===== src/rtl/hilo_div_unit.sv =====
// ============================================================================
//  Module      : hilo_div_unit
//  Description : Architectural HI/LO registers plus a 32-cycle restoring
//                divider (DIV/DIVU) with stall handshake to execute.
//                Optional macro HILO_BYPASS_EN makes HI/LO write-through.
//  Revision    : 1.0 - initial release
// ============================================================================
`default_nettype none

module hilo_div_unit #(
    parameter int DIV_CYCLES = 32
) (
    input  logic        clk,
    input  logic        rst,
    input  logic        we_i,
    input  logic [31:0] hi_i,
    input  logic [31:0] lo_i,
    output logic [31:0] hi_o,
    output logic [31:0] lo_o,
    input  logic        div_start_i,
    input  logic        div_signed_i,
    input  logic        div_annul_i,
    input  logic [31:0] dividend_i,
    input  logic [31:0] divisor_i,
    output logic [63:0] div_result_o,
    output logic        div_ready_o,
    output logic        stallreq_o
);

    localparam logic [1:0] c_FREE     = 2'd0;
    localparam logic [1:0] c_DIV_ZERO = 2'd1;
    localparam logic [1:0] c_DIV_ON   = 2'd2;
    localparam logic [1:0] c_DIV_END  = 2'd3;
    localparam logic [5:0] c_LAST_CNT = 6'(DIV_CYCLES - 1);

    logic [1:0]  r_state;
    logic [5:0]  r_cnt;
    logic [63:0] r_pr;
    logic [31:0] r_divisor;
    logic        r_neg_q;
    logic        r_neg_r;
    logic [63:0] r_result;
    logic        r_ready;
    logic [31:0] r_hi;
    logic [31:0] r_lo;

    logic        w_dvd_neg;
    logic        w_dvs_neg;
    logic [31:0] w_dvd_abs;
    logic [31:0] w_dvs_abs;
    logic [64:0] w_shift;
    logic [32:0] w_diff;
    logic [63:0] w_next_pr;
    logic [31:0] w_quot_fix;
    logic [31:0] w_rem_fix;

    // ------------------------------------------------------------------
    // HI/LO storage
    // ------------------------------------------------------------------
    always_ff @(posedge clk or negedge rst) begin
        if (!rst) begin
            r_hi <= 32'd0;
            r_lo <= 32'd0;
        end else if (we_i) begin
            r_hi <= hi_i;
            r_lo <= lo_i;
        end
    end

`ifdef HILO_BYPASS_EN
    assign hi_o = we_i ? hi_i : r_hi;
    assign lo_o = we_i ? lo_i : r_lo;
`else
    assign hi_o = r_hi;
    assign lo_o = r_lo;
`endif

    // ------------------------------------------------------------------
    // Divider datapath
    // ------------------------------------------------------------------
    always_comb begin
        w_dvd_neg = div_signed_i & dividend_i[31];
        w_dvs_neg = div_signed_i & divisor_i[31];
        w_dvd_abs = w_dvd_neg ? (32'd0 - dividend_i) : dividend_i;
        w_dvs_abs = w_dvs_neg ? (32'd0 - divisor_i) : divisor_i;

        // The shifted remainder can reach 33 bits, so the trial subtract
        // uses bit 64 as well; a committed difference always fits in 32.
        w_shift   = {r_pr, 1'b0};
        w_diff    = w_shift[64:32] - {1'b0, r_divisor};
        w_next_pr = w_diff[32] ? w_shift[63:0]
                               : {w_diff[31:0], w_shift[31:1], 1'b1};

        w_quot_fix = r_neg_q ? (32'd0 - w_next_pr[31:0])  : w_next_pr[31:0];
        w_rem_fix  = r_neg_r ? (32'd0 - w_next_pr[63:32]) : w_next_pr[63:32];
    end

    // ------------------------------------------------------------------
    // Divider control
    // ------------------------------------------------------------------
    always_ff @(posedge clk or negedge rst) begin
        if (!rst) begin
            r_state   <= c_FREE;
            r_cnt     <= 6'd0;
            r_pr      <= 64'd0;
            r_divisor <= 32'd0;
            r_neg_q   <= 1'b0;
            r_neg_r   <= 1'b0;
            r_result  <= 64'd0;
            r_ready   <= 1'b0;
        end else begin
            case (r_state)
                c_FREE: begin
                    if (div_start_i && !div_annul_i) begin
                        if (divisor_i == 32'd0) begin
                            r_state <= c_DIV_ZERO;
                        end else begin
                            r_state   <= c_DIV_ON;
                            r_cnt     <= 6'd0;
                            r_pr      <= {32'd0, w_dvd_abs};
                            r_divisor <= w_dvs_abs;
                            r_neg_q   <= w_dvd_neg ^ w_dvs_neg;
                            r_neg_r   <= w_dvd_neg;
                        end
                    end
                end
                c_DIV_ZERO: begin
                    r_state  <= c_DIV_END;
                    r_result <= 64'd0;
                    r_ready  <= 1'b1;
                end
                c_DIV_ON: begin
                    if (div_annul_i) begin
                        r_state <= c_FREE;
                        r_cnt   <= 6'd0;
                    end else if (r_cnt == c_LAST_CNT) begin
                        r_state  <= c_DIV_END;
                        r_cnt    <= 6'd0;
                        r_pr     <= w_next_pr;
                        r_result <= {w_rem_fix, w_quot_fix};
                        r_ready  <= 1'b1;
                    end else begin
                        r_cnt <= r_cnt + 6'd1;
                        r_pr  <= w_next_pr;
                    end
                end
                default: begin
                    if (!div_start_i) begin
                        r_state  <= c_FREE;
                        r_result <= 64'd0;
                        r_ready  <= 1'b0;
                    end
                end
            endcase
        end
    end

    assign div_result_o = r_result;
    assign div_ready_o  = r_ready;
    assign stallreq_o   = div_start_i & ~r_ready & ~div_annul_i;

endmodule

`default_nettype wire

===== config.mk =====
export PLATFORM = sky130hd
export DESIGN_NAME = hilo_div_unit
export DESIGN_NICKNAME = d
export VERILOG_FILES = /design/src/rtl/hilo_div_unit.sv
export SDC_FILE = /design/constraint.sdc
export NUM_CORES = 1
export LEC_CHECK = 0
export BUFFER_PORTS_ARGS = -buffer_cell sky130_fd_sc_hd__buf_2
export CAP_MARGIN = 0
export CORE_UTILIZATION = 41
export DETAILED_ROUTE_END_ITERATION = 7
export PLACE_DENSITY_LB_ADDON = 0.1
export SLEW_MARGIN = 20
export SYNTH_ARGS = -nofsm -noshare
export SYNTH_HDL_FRONTEND = slang
export SYNTH_SLANG_ARGS = --single-unit

===== constraint.sdc =====
create_clock -name clk -period 9.6 [get_ports clk]
set_input_delay 1.92 -clock clk [delete_from_list [all_inputs] [get_ports clk]]
set_output_delay 1.92 -clock clk [all_outputs]
set_load 0.005 [all_outputs]

# ---- Word-level counts from Yosys, hierarchy flattened
# Index checks and enable logic that the tools add are counted.
dict set report word_totals {
  reg_bits 235
  latch_bits 0
  wordCells 73
  n_memories 0
  ramBits 0
  out_inout_bits 130
  rom_bits 0
}
dict set report classes {
  n_eq_ne 10
  n_mux 28
  shift 0
  add_sub_neg 6
  bitwise 9
  n_div 0
  reduce_logical 10
  order_cmp 0
  mul 0
}
# cell count
set ops {}
lappend ops {{$mux 64} 7}
lappend ops {{$pmux 64 s3} 1}
lappend ops {{$mux 32} 4}
lappend ops {{$pmux 64 s2} 1}
lappend ops {{$sub 1x32->32 const A} 4}
lappend ops {{$sub 33x32->33} 1}
lappend ops {{$logic_not 32->1} 1}
lappend ops {{$mux 6} 4}
lappend ops {{$pmux 6 s2} 1}
lappend ops {{$mux 2} 5}
lappend ops {{$reduce_and 3->1} 3}
lappend ops {{$ne 2x2->1 const B} 4}
lappend ops {{$reduce_and 4->1} 2}
lappend ops {{$add 6x1->6 const B} 1}
lappend ops {{$eq 6x5->1 const B} 1}
lappend ops {{$pmux 2 s3} 1}
lappend ops {{$and 1x1->1} 4}
lappend ops {{$ne 4x1->1 const B} 1}
lappend ops {{$not 1->1} 4}
lappend ops {{$mux 1} 3}
lappend ops {{$ne 3x1->1 const B} 1}
lappend ops {{$ne 3x3->1 const B} 1}
lappend ops {{$pmux 1 s3} 1}
lappend ops {{$eq 2x1->1 const B} 1}
lappend ops {{6 further kinds} 6}

# ---- Depth between registers and ports, before layout
# Gate-level depths: netlist of the first run.
dict set report logic_depth {
  ltp_word 7
  ltp_mapped 25
  ltp_nobuf 23
}

# ---- Worst setup path after synthesis of the first run
# OpenSTA, ideal clock, no wires.
dict set report synth_timing {
  path_type {register to register}
  from {register r_pr[31]}
  to {register r_result[58] (netlist: div_result_o[58])}
  path_stages_with_launch 25
  t_arrival_ps 4717
  path_buffers 2
  slack_ps 4752
  t_required_ps 9470
  path_cell_list {dfrtp_1 -> inv_1 -> ha_1 -> inv_1 -> fa_1 -> a211oi_2 -> o211ai_1 -> nand3_1 -> a21oi_2 -> nor3_2 -> nor2_2 -> inv_2 -> clkbuf_1 -> buf_1 -> o21ai_0 -> inv_1 -> ha_1 -> inv_1 -> a2111oi_0 -> nand4b_1 -> nor4_1 -> o22ai_1 -> o41ai_1 -> xnor2_1 -> o21ai_1}
}
dict set report synth_between {
  elab_chain_len 7
}
# item line
set synth_lines {}
lappend synth_lines {{from (decl)} 38} ;# logic [63:0] r_pr;
lappend synth_lines {{from (signal assigned)} 120} ;# r_pr <= {32'd0, w_dvd_abs};
lappend synth_lines {{from (signal assigned)} 139} ;# r_pr <= w_next_pr;
lappend synth_lines {{from (signal assigned)} 144} ;# r_pr <= w_next_pr;
lappend synth_lines {{$sub 33x32->33} 90} ;# w_diff = w_shift[64:32] - {1'b0, r_divisor};
lappend synth_lines {{$mux 64 (*)} 91} ;# w_next_pr = w_diff[32] ? w_shift[63:0]
lappend synth_lines {{$sub 1x32->32} 95} ;# w_rem_fix = r_neg_r ? (32'd0 - w_next_pr[63:32]) : w_next_pr[63:32];
lappend synth_lines {{$mux 32 (*)} 95}
lappend synth_lines {{$mux 64 (*)} 136} ;# end else if (r_cnt == c_LAST_CNT) begin
lappend synth_lines {{$mux 64 (*)} 133} ;# if (div_annul_i) begin
lappend synth_lines {{$pmux 64 s3 (*)} 112} ;# case (r_state)
lappend synth_lines {{to (signal assigned)} 140} ;# r_result <= {w_rem_fix, w_quot_fix};
lappend synth_lines {{to (decl)} 42} ;# logic [63:0] r_result;
# Mark *: on every way between the ends. The rest lies on a longest branch, timed or not. The select of a mux whose other input is x is not followed.
# A chain may end at the register's enable or synchronous reset.

# ---- Final worst setup path of the first run
# Same ends and word-level chain as after synthesis.

==> impl_metrics.env, run 1 <==
export IMPL_status="finished, final reports clean"
export IMPL_ys_seq_area_frac=0.3968
export IMPL_slowest_stage="o21a_1"
export IMPL_htree_levels=1
export IMPL_dp_hpwl_mm=33.14
export IMPL_arrival_ns=6.24
export IMPL_finalHoldViolCount=0
export IMPL_regArea_sq_um=5882
export IMPL_ys_ff_latch=235
export IMPL_fin_cells=2397
export IMPL_path_cells="inv_1 -> ha_1 -> inv_1 -> fa_1 -> a211oi_2 -> o211ai_1 -> nand3_1 -> a21oi_2 -> o21a_1 -> nor2_2 -> inv_2 -> mux2i_1 -> ha_1 -> inv_1 -> a2111oi_0 -> nand4b_1 -> nor4_1 -> o22ai_1 -> o41ai_1 -> xnor2_1 -> o21ai_1"
export IMPL_setup_viol=0
export IMPL_gp_congestion=0.9280
export IMPL_syn_num_nets=1876
export IMPL_post_place_ws_ns=3.712
export IMPL_r2r_setup_slack_ns=3.77
export IMPL_clock_latency_ns=0.56
export IMPL_ys_warn_count=0
export IMPL_grt_met1_usage=0.3117
export IMPL_cts_made_buffers=28
export IMPL_r2r_end="div_result_o[58]"
export IMPL_n_antenna_cell=0
export IMPL_cp_common_cell="inv_1"
export IMPL_startpoint_type="flop"
export IMPL_ys_async_sr_fraction=1.000
export IMPL_synth_distinct_cells=82
export IMPL_p_per_area_nw_per_um2=299.5
export IMPL_endpoint_kind="flop"
export IMPL_port_buffers=263
export IMPL_cts_max_path_buffers=3
export IMPL_use_met3=0.02357
export IMPL_fin_ws_ns=3.767
export IMPL_fillers=3430
export IMPL_maxSlewViolCount=0
export IMPL_period_share=0.6076
export IMPL_drt_iter0_drc=880
export IMPL_grt_pass1_wl_mm=68.95
export IMPL_hp_class="reg2reg"
export IMPL_drc=0
export IMPL_fin_nets=2091
export IMPL_wl_per_cell_um=18.60
export IMPL_grt_util_met2=0.3996
export IMPL_start_util=0.4167
export IMPL_multiInputGateArea_sq_um=8354
export IMPL_finalPower_mw=5.232
export IMPL_totalWireLength_mm=44.60
export IMPL_die_y_um=192.1
export IMPL_rows=69
export IMPL_grt_pass1_vias=12560
export IMPL_ir_worst_vdd_mv=0.2506
export IMPL_fin_setup_tns_ns=0
export IMPL_synth_edf_count=0
export IMPL_antenna_found_initial=0
export IMPL_synth_top_area_cell="dfrtp_1"
export IMPL_synth_top_area_share=0.3968
export IMPL_cp_endpoint="div_result_o[58]"
export IMPL_utilization=0.4911
export IMPL_syn_inst=1700
export IMPL_ant_nets=0
export IMPL_die_area_sq_um=36910
export IMPL_cts_clk_slew_worst_paths_ns=0.06
export IMPL_fmax_ghz=0.1714
export IMPL_dp_cells=2346
export IMPL_cts_tree="done"
export IMPL_boundaryPins=264
export IMPL_clock_skew_ns=0.01197
export IMPL_core_sq_um=35570
export IMPL_finalCriticalPeriod_ns=5.833
export IMPL_r2r_start="r_pr[31]"
export IMPL_timing_hold_ws_ns=0.4668
export IMPL_maxCapViolCount=0
export IMPL_syn_area_per_cell_sq_um=8.719
export IMPL_cts_root_buf="clkbuf_16"
export IMPL_firstDrtPassIters=7
export IMPL_finalInstanceArea_sq_um=17470
export IMPL_drive_gt1_frac=0.2237
export IMPL_crit_path_max_incr_delay_ns=0.77
export IMPL_cts_num_sinks=235
export IMPL_worst_slew_pin_slew_ns=1.064
export IMPL_cp_startpoint="r_pr[31]"
export IMPL_routed_via_density=5.618
export IMPL_rsz0062_at_grt="false"
export IMPL_syn_area_sq_um=14820
export IMPL_crit_fanout=23
export IMPL_num_vias=13470
export IMPL_worstPathRequired_ns=10.01
export IMPL_p_leak_nw=7.858
export IMPL_dpl_instance_area_sq_um=16460
export IMPL_path_class="reg2reg"
export IMPL_yosys_top_cells_area="dfrtp_1 (40%), o21ai_0 (6.0%), nand2_1 (5.6%)"
export IMPL_post_cts_setup_buffers=0
export IMPL_synth_ff_type="dfrtp_1"
export IMPL_busiest_layer="met2"
export IMPL_hold_path_cell_count=2
export IMPL_ff2ff_path_depth=21
export IMPL_slew_limit_headroom=0.2889
export IMPL_holdBufCountCts=0
export IMPL_grt_max_degree=123
export IMPL_fp_dieW_um=192.1
export IMPL_post_cts_resized=0
export IMPL_area_delta_synth_final_pct=17.85
export IMPL_overflow=0
export IMPL_globalRouteTotalUtil=0.2349
registers in the layout, summed over array words and instances, names as in the netlist, 2 cells and up:
register      flops
r_pr             64
hi_o             32
r_divisor        32
div_result_o     64
r_state           2
lo_o             32
r_cnt             6
cells by family after synthesis:
| group | Yosys count | synth area share |
|---|---|---|
| DFF | 235 | 0.3968 |
| xor gates and xnor gates | 126 | 0.07446 |
| and+or+nand+nor | 533 | 0.1706 |
| adders and majority gates | 42 | 0.03596 |
| AOI/OAI and AO/OA | 518 | 0.2118 |
| muxes | 95 | 0.06998 |
| buffers and inverters | 151 | 0.04044 |
cell usage in the layout, fill, tap and decap left out, drive strengths merged, types with 5 or more instances in the layout:
cell     count
a2111oi      8
a211oi      16
a21boi       7
a21o        12
a21oi      136
a22o         5
a31oi       17
and2        12
and3         9
buf        277
clkbuf      37
clkinv       9
dfrtp      235
ha          41
inv         59
mux2        69
mux2i       26
nand2      223
nand2b      10
nand3       19
nand4       15
nor2       121
nor3        34
nor4        20
o211ai      12
o21a         6
o21ai      211
o22ai        6
o31ai       38
o41ai       12
or2          5
or3         20
or4         18
xnor2       51
xor2        75
worst max-delay path: cells and delay by family (launching register included):
kind	cells	cell delay, ns
buffers and inverters	4	0.38
DFF	1	0.36
AOI/OAI and AO/OA	8	2.80
xor gates and xnor gates	1	0.18
adders and majority gates	3	0.72
and+or+nand+nor	4	0.95
muxes	1	0.28
power by group:
group	leakage, nW	switching, mW	internal [mW]
combinational	4.38	1.64	0.924
sequential	2.98	0.247	1.28
clock	0.499	0.441	0.701
total	7.86	2.33	2.90
routing by layer:
layer	wire (um)	part of all wire
met1	19770	0.44
met2	21020	0.47
met3	2250	0.050
met4	1550	0.035
met5	0	0
cell usage after synthesis (5+ instances only):
cell       instances
dfrtp_1          235
nand2_1          223
o21ai_0          178
a21oi_1          133
nor2_1           120
xor2_1            75
mux2_2            69
clkbuf_1          61
inv_1             58
xnor2_1           51
ha_1              41
nor3_1            33
o21ai_1           32
o31ai_1           32
mux2i_1           26
buf_2             20
nand3_1           19
nor4_1            19
or3_1             18
a31oi_1           17
a211oi_1          15
nand4_1           15
or4_1             14
a21o_1            12
and2_1            12
o211ai_1          12
o41ai_1           11
buf_1             10
nand2b_1          10
and3_1             9
a2111oi_0          7
a21boi_0           6
o21a_1             6
o22ai_1            6
o31ai_2            6
a22o_1             5
how the worst min path moves through the flow:
stage / startpoint / end / slack, ns
final: div_result_o[1] / div_result_o[1] / 0.47
after floorplan: r_divisor[19] / r_divisor[19] / 0.45
after detailed placement: div_result_o[1] / div_result_o[1] / 0.46
after global placement: div_result_o[1] / div_result_o[1] / 0.46
after CTS: div_result_o[1] / div_result_o[1] / 0.47
after global routing: div_result_o[1] / div_result_o[1] / 0.50
final cells by class:
cell class	count	share of cell area
Clock buffer	37	0.04663
Multi-Input combinational cell	1314	0.4783
Timing Repair Buffer	277	0.08194
Tap cell	461	0.03302
Sequential cell	235	0.3367
Inverter	59	0.01268
Clock inverter	14	0.01074
No activity file was read; power rests on OpenSTA's default activity.
==> run 2: changes to the inputs <==
==> constraint.sdc (replaced) <==
create_clock -name clk -period 5.4 [get_ports clk]
set_input_delay 1.08 -clock clk [delete_from_list [all_inputs] [get_ports clk]]
set_output_delay 1.08 -clock clk [all_outputs]
set_load 0.005 [all_outputs]
==> run 2 against run 1 <==
Against the previous run:
- via count up 0.61%
- worst setup slack lost 3.5 ns
- critical path depth fell by 3
- total power is 76% higher
- largest power group unchanged
==> impl_metrics.env, run 2 (synthesis results as in run 1) <==
export IMPL_slew_limit_headroom=0.3371
export IMPL_layout_commonest_cell="buf_2"
export IMPL_post_place_ws_ns=0.3594
export IMPL_totalWireLength_mm=45.57
export IMPL_worst_slew_pin_slew_ns=0.9898
export IMPL_period_share=0.9506
export IMPL_cts_made_buffers=29
export IMPL_cts_root_buf="clkbuf_16"
export IMPL_dp_hpwl_mm=34.33
export IMPL_finalCriticalPeriod_ns=5.133
export IMPL_cts_num_sinks=235
export IMPL_holdBufCountCts=0
export IMPL_grt_max_degree=122
export IMPL_antenna_found_initial=0
export IMPL_cts_max_path_buffers=3
export IMPL_fin_setup_tns_ns=0
export IMPL_core_sq_um=35570
export IMPL_p_leak_nw=7.883
export IMPL_critical_path_top_delay_family="compound AO/OA/AOI/OAI gates"
export IMPL_path_cells="ha_1 -> o211ai_1 -> o211ai_1 -> nand3_1 -> a21oi_2 -> o21a_1 -> nor2_2 -> inv_2 -> mux2i_1 -> ha_1 -> inv_1 -> a2111oi_0 -> nand4b_1 -> nor4_1 -> o22ai_1 -> o41ai_1 -> xnor2_1 -> o21ai_1"
export IMPL_num_vias=13550
export IMPL_rsz0062_at_grt="false"
export IMPL_worst_path_buf_inv=2
export IMPL_globalRouteTotalUtil=0.2399
export IMPL_path_depth=18
export IMPL_cts_tree="done"
export IMPL_maxSlewViolCount=0
export IMPL_slowest_stage="ha_1"
export IMPL_gp_congestion=0.9434
export IMPL_die_area_sq_um=36910
export IMPL_clock_skew_ns=0.02399
export IMPL_worstPathRequired_ns=5.80
export IMPL_drive_gt1_frac=0.2277
export IMPL_ff2ff_path_depth=18
export IMPL_fin_nets=2105
export IMPL_setup_viol=0
export IMPL_drc=0
export IMPL_cts_clk_slew_worst_paths_ns=0.06
export IMPL_arrival_ns=5.54
export IMPL_fin_ws_ns=0.2668
export IMPL_start_util=0.4167
export IMPL_maxCapViolCount=0
export IMPL_n_antenna_cell=0
export IMPL_die_y_um=192.1
export IMPL_layout_common_cells="buf_2 (262), dfrtp_1 (234), nand2_1 (221)"
export IMPL_path_class="reg2reg"
export IMPL_fp_dieW_um=192.1
export IMPL_hold_path_cell_count=2
export IMPL_grt_pass1_wl_mm=70.24
export IMPL_boundaryPins=264
export IMPL_grt_pass1_vias=12730
export IMPL_firstDrtPassIters=5
export IMPL_area_delta_synth_final_pct=18.15
export IMPL_clock_latency_ns=0.56
export IMPL_p_per_area_nw_per_um2=525.4
export IMPL_port_buffers=263
export IMPL_startpoint_type="flop"
export IMPL_ant_nets=0
export IMPL_overflow=0
export IMPL_status="finished, final reports clean"
export IMPL_finalHoldViolCount=0
export IMPL_drt_iter0_drc=1042
export IMPL_crit_path_max_incr_delay_ns=0.48
export IMPL_routed_via_density=5.619
export IMPL_htree_levels=1
export IMPL_ir_worst_vdd_mv=0.4789
export IMPL_rows=69
export IMPL_endpoint_kind="flop"
export IMPL_fmax_ghz=0.1948
export IMPL_wl_per_cell_um=18.90
export IMPL_crit_fanout=9
export IMPL_hp_class="reg2reg"
[run 2: final timing paths]
kind,endpoint,startpoint,slack (ns)
min reg2reg,div_result_o[2],div_result_o[2],0.47
max reg2reg,div_result_o[58],r_pr[36],0.27
min,div_result_o[2],div_result_o[2],0.47
max,div_result_o[58],r_pr[36],0.27
max in group asynchronous,r_neg_q,rst,3.57
min in group asynchronous,lo_o[15],rst,0.63
[run 2: per-stage QoR]
stage                       util  hold slack [ns]  area [sq um]  power, mW  cells
after floorplan                -           0.4498         14820      5.789   1700
final                     0.4923           0.4699         17510      9.201   2411
after global routing      0.4923           0.4973         17510      9.893   2411
after detailed placement  0.4667           0.4647         16600      7.345   2359
after global placement    0.4667           0.4600         16600      7.318   2359
after CTS                 0.4920           0.4776         17500      9.240   2411
[run 2: cell type report]
| class | count | area, sq um |
|---|---|---|
| inverter | 59 | 221.5 |
| sequential | 235 | 5882 |
| multi-input combinational | 1314 | 8364 |
| fill | 3445 | 18060 |
| timing repair buffer | 290 | 1567 |
| clock buffer | 38 | 789.5 |
| tap | 461 | 576.8 |
| clock inverter | 14 | 111.4 |
[run 2: repair_timing]
item / CTS / global route
gates resized for setup: 0 / 2
endpoints found under the setup margin: 0 / 2
setup buffers: 0 / 0
[run 2: per-layer routing]
metal | wire, um | vias up | GRT usage
li1 | - | 6585 | -
met1 | 20650 | 6460 | 0.3241
met2 | 21250 | 418 | 0.3985
met3 | 2320 | 85 | 0.02978
met4 | 1353 | 0 | 0.07359
met5 | 0 | - | 0
[run 2: tightest hold or removal path, stage by stage (launching register included)]
cell	delay, ns
dfrtp_1	0.33
nand2_1	0.04
o21ai_0	0.05
[run 2: where the power goes]
| group | internal, mW | switching, mW | leakage, nW | total, mW |
|---|---|---|---|---|
| registers | 2.27 | 0.430 | 2.98 | 2.70 |
| logic | 1.72 | 2.94 | 4.46 | 4.65 |
| clock network | 1.07 | 0.774 | 0.445 | 1.85 |
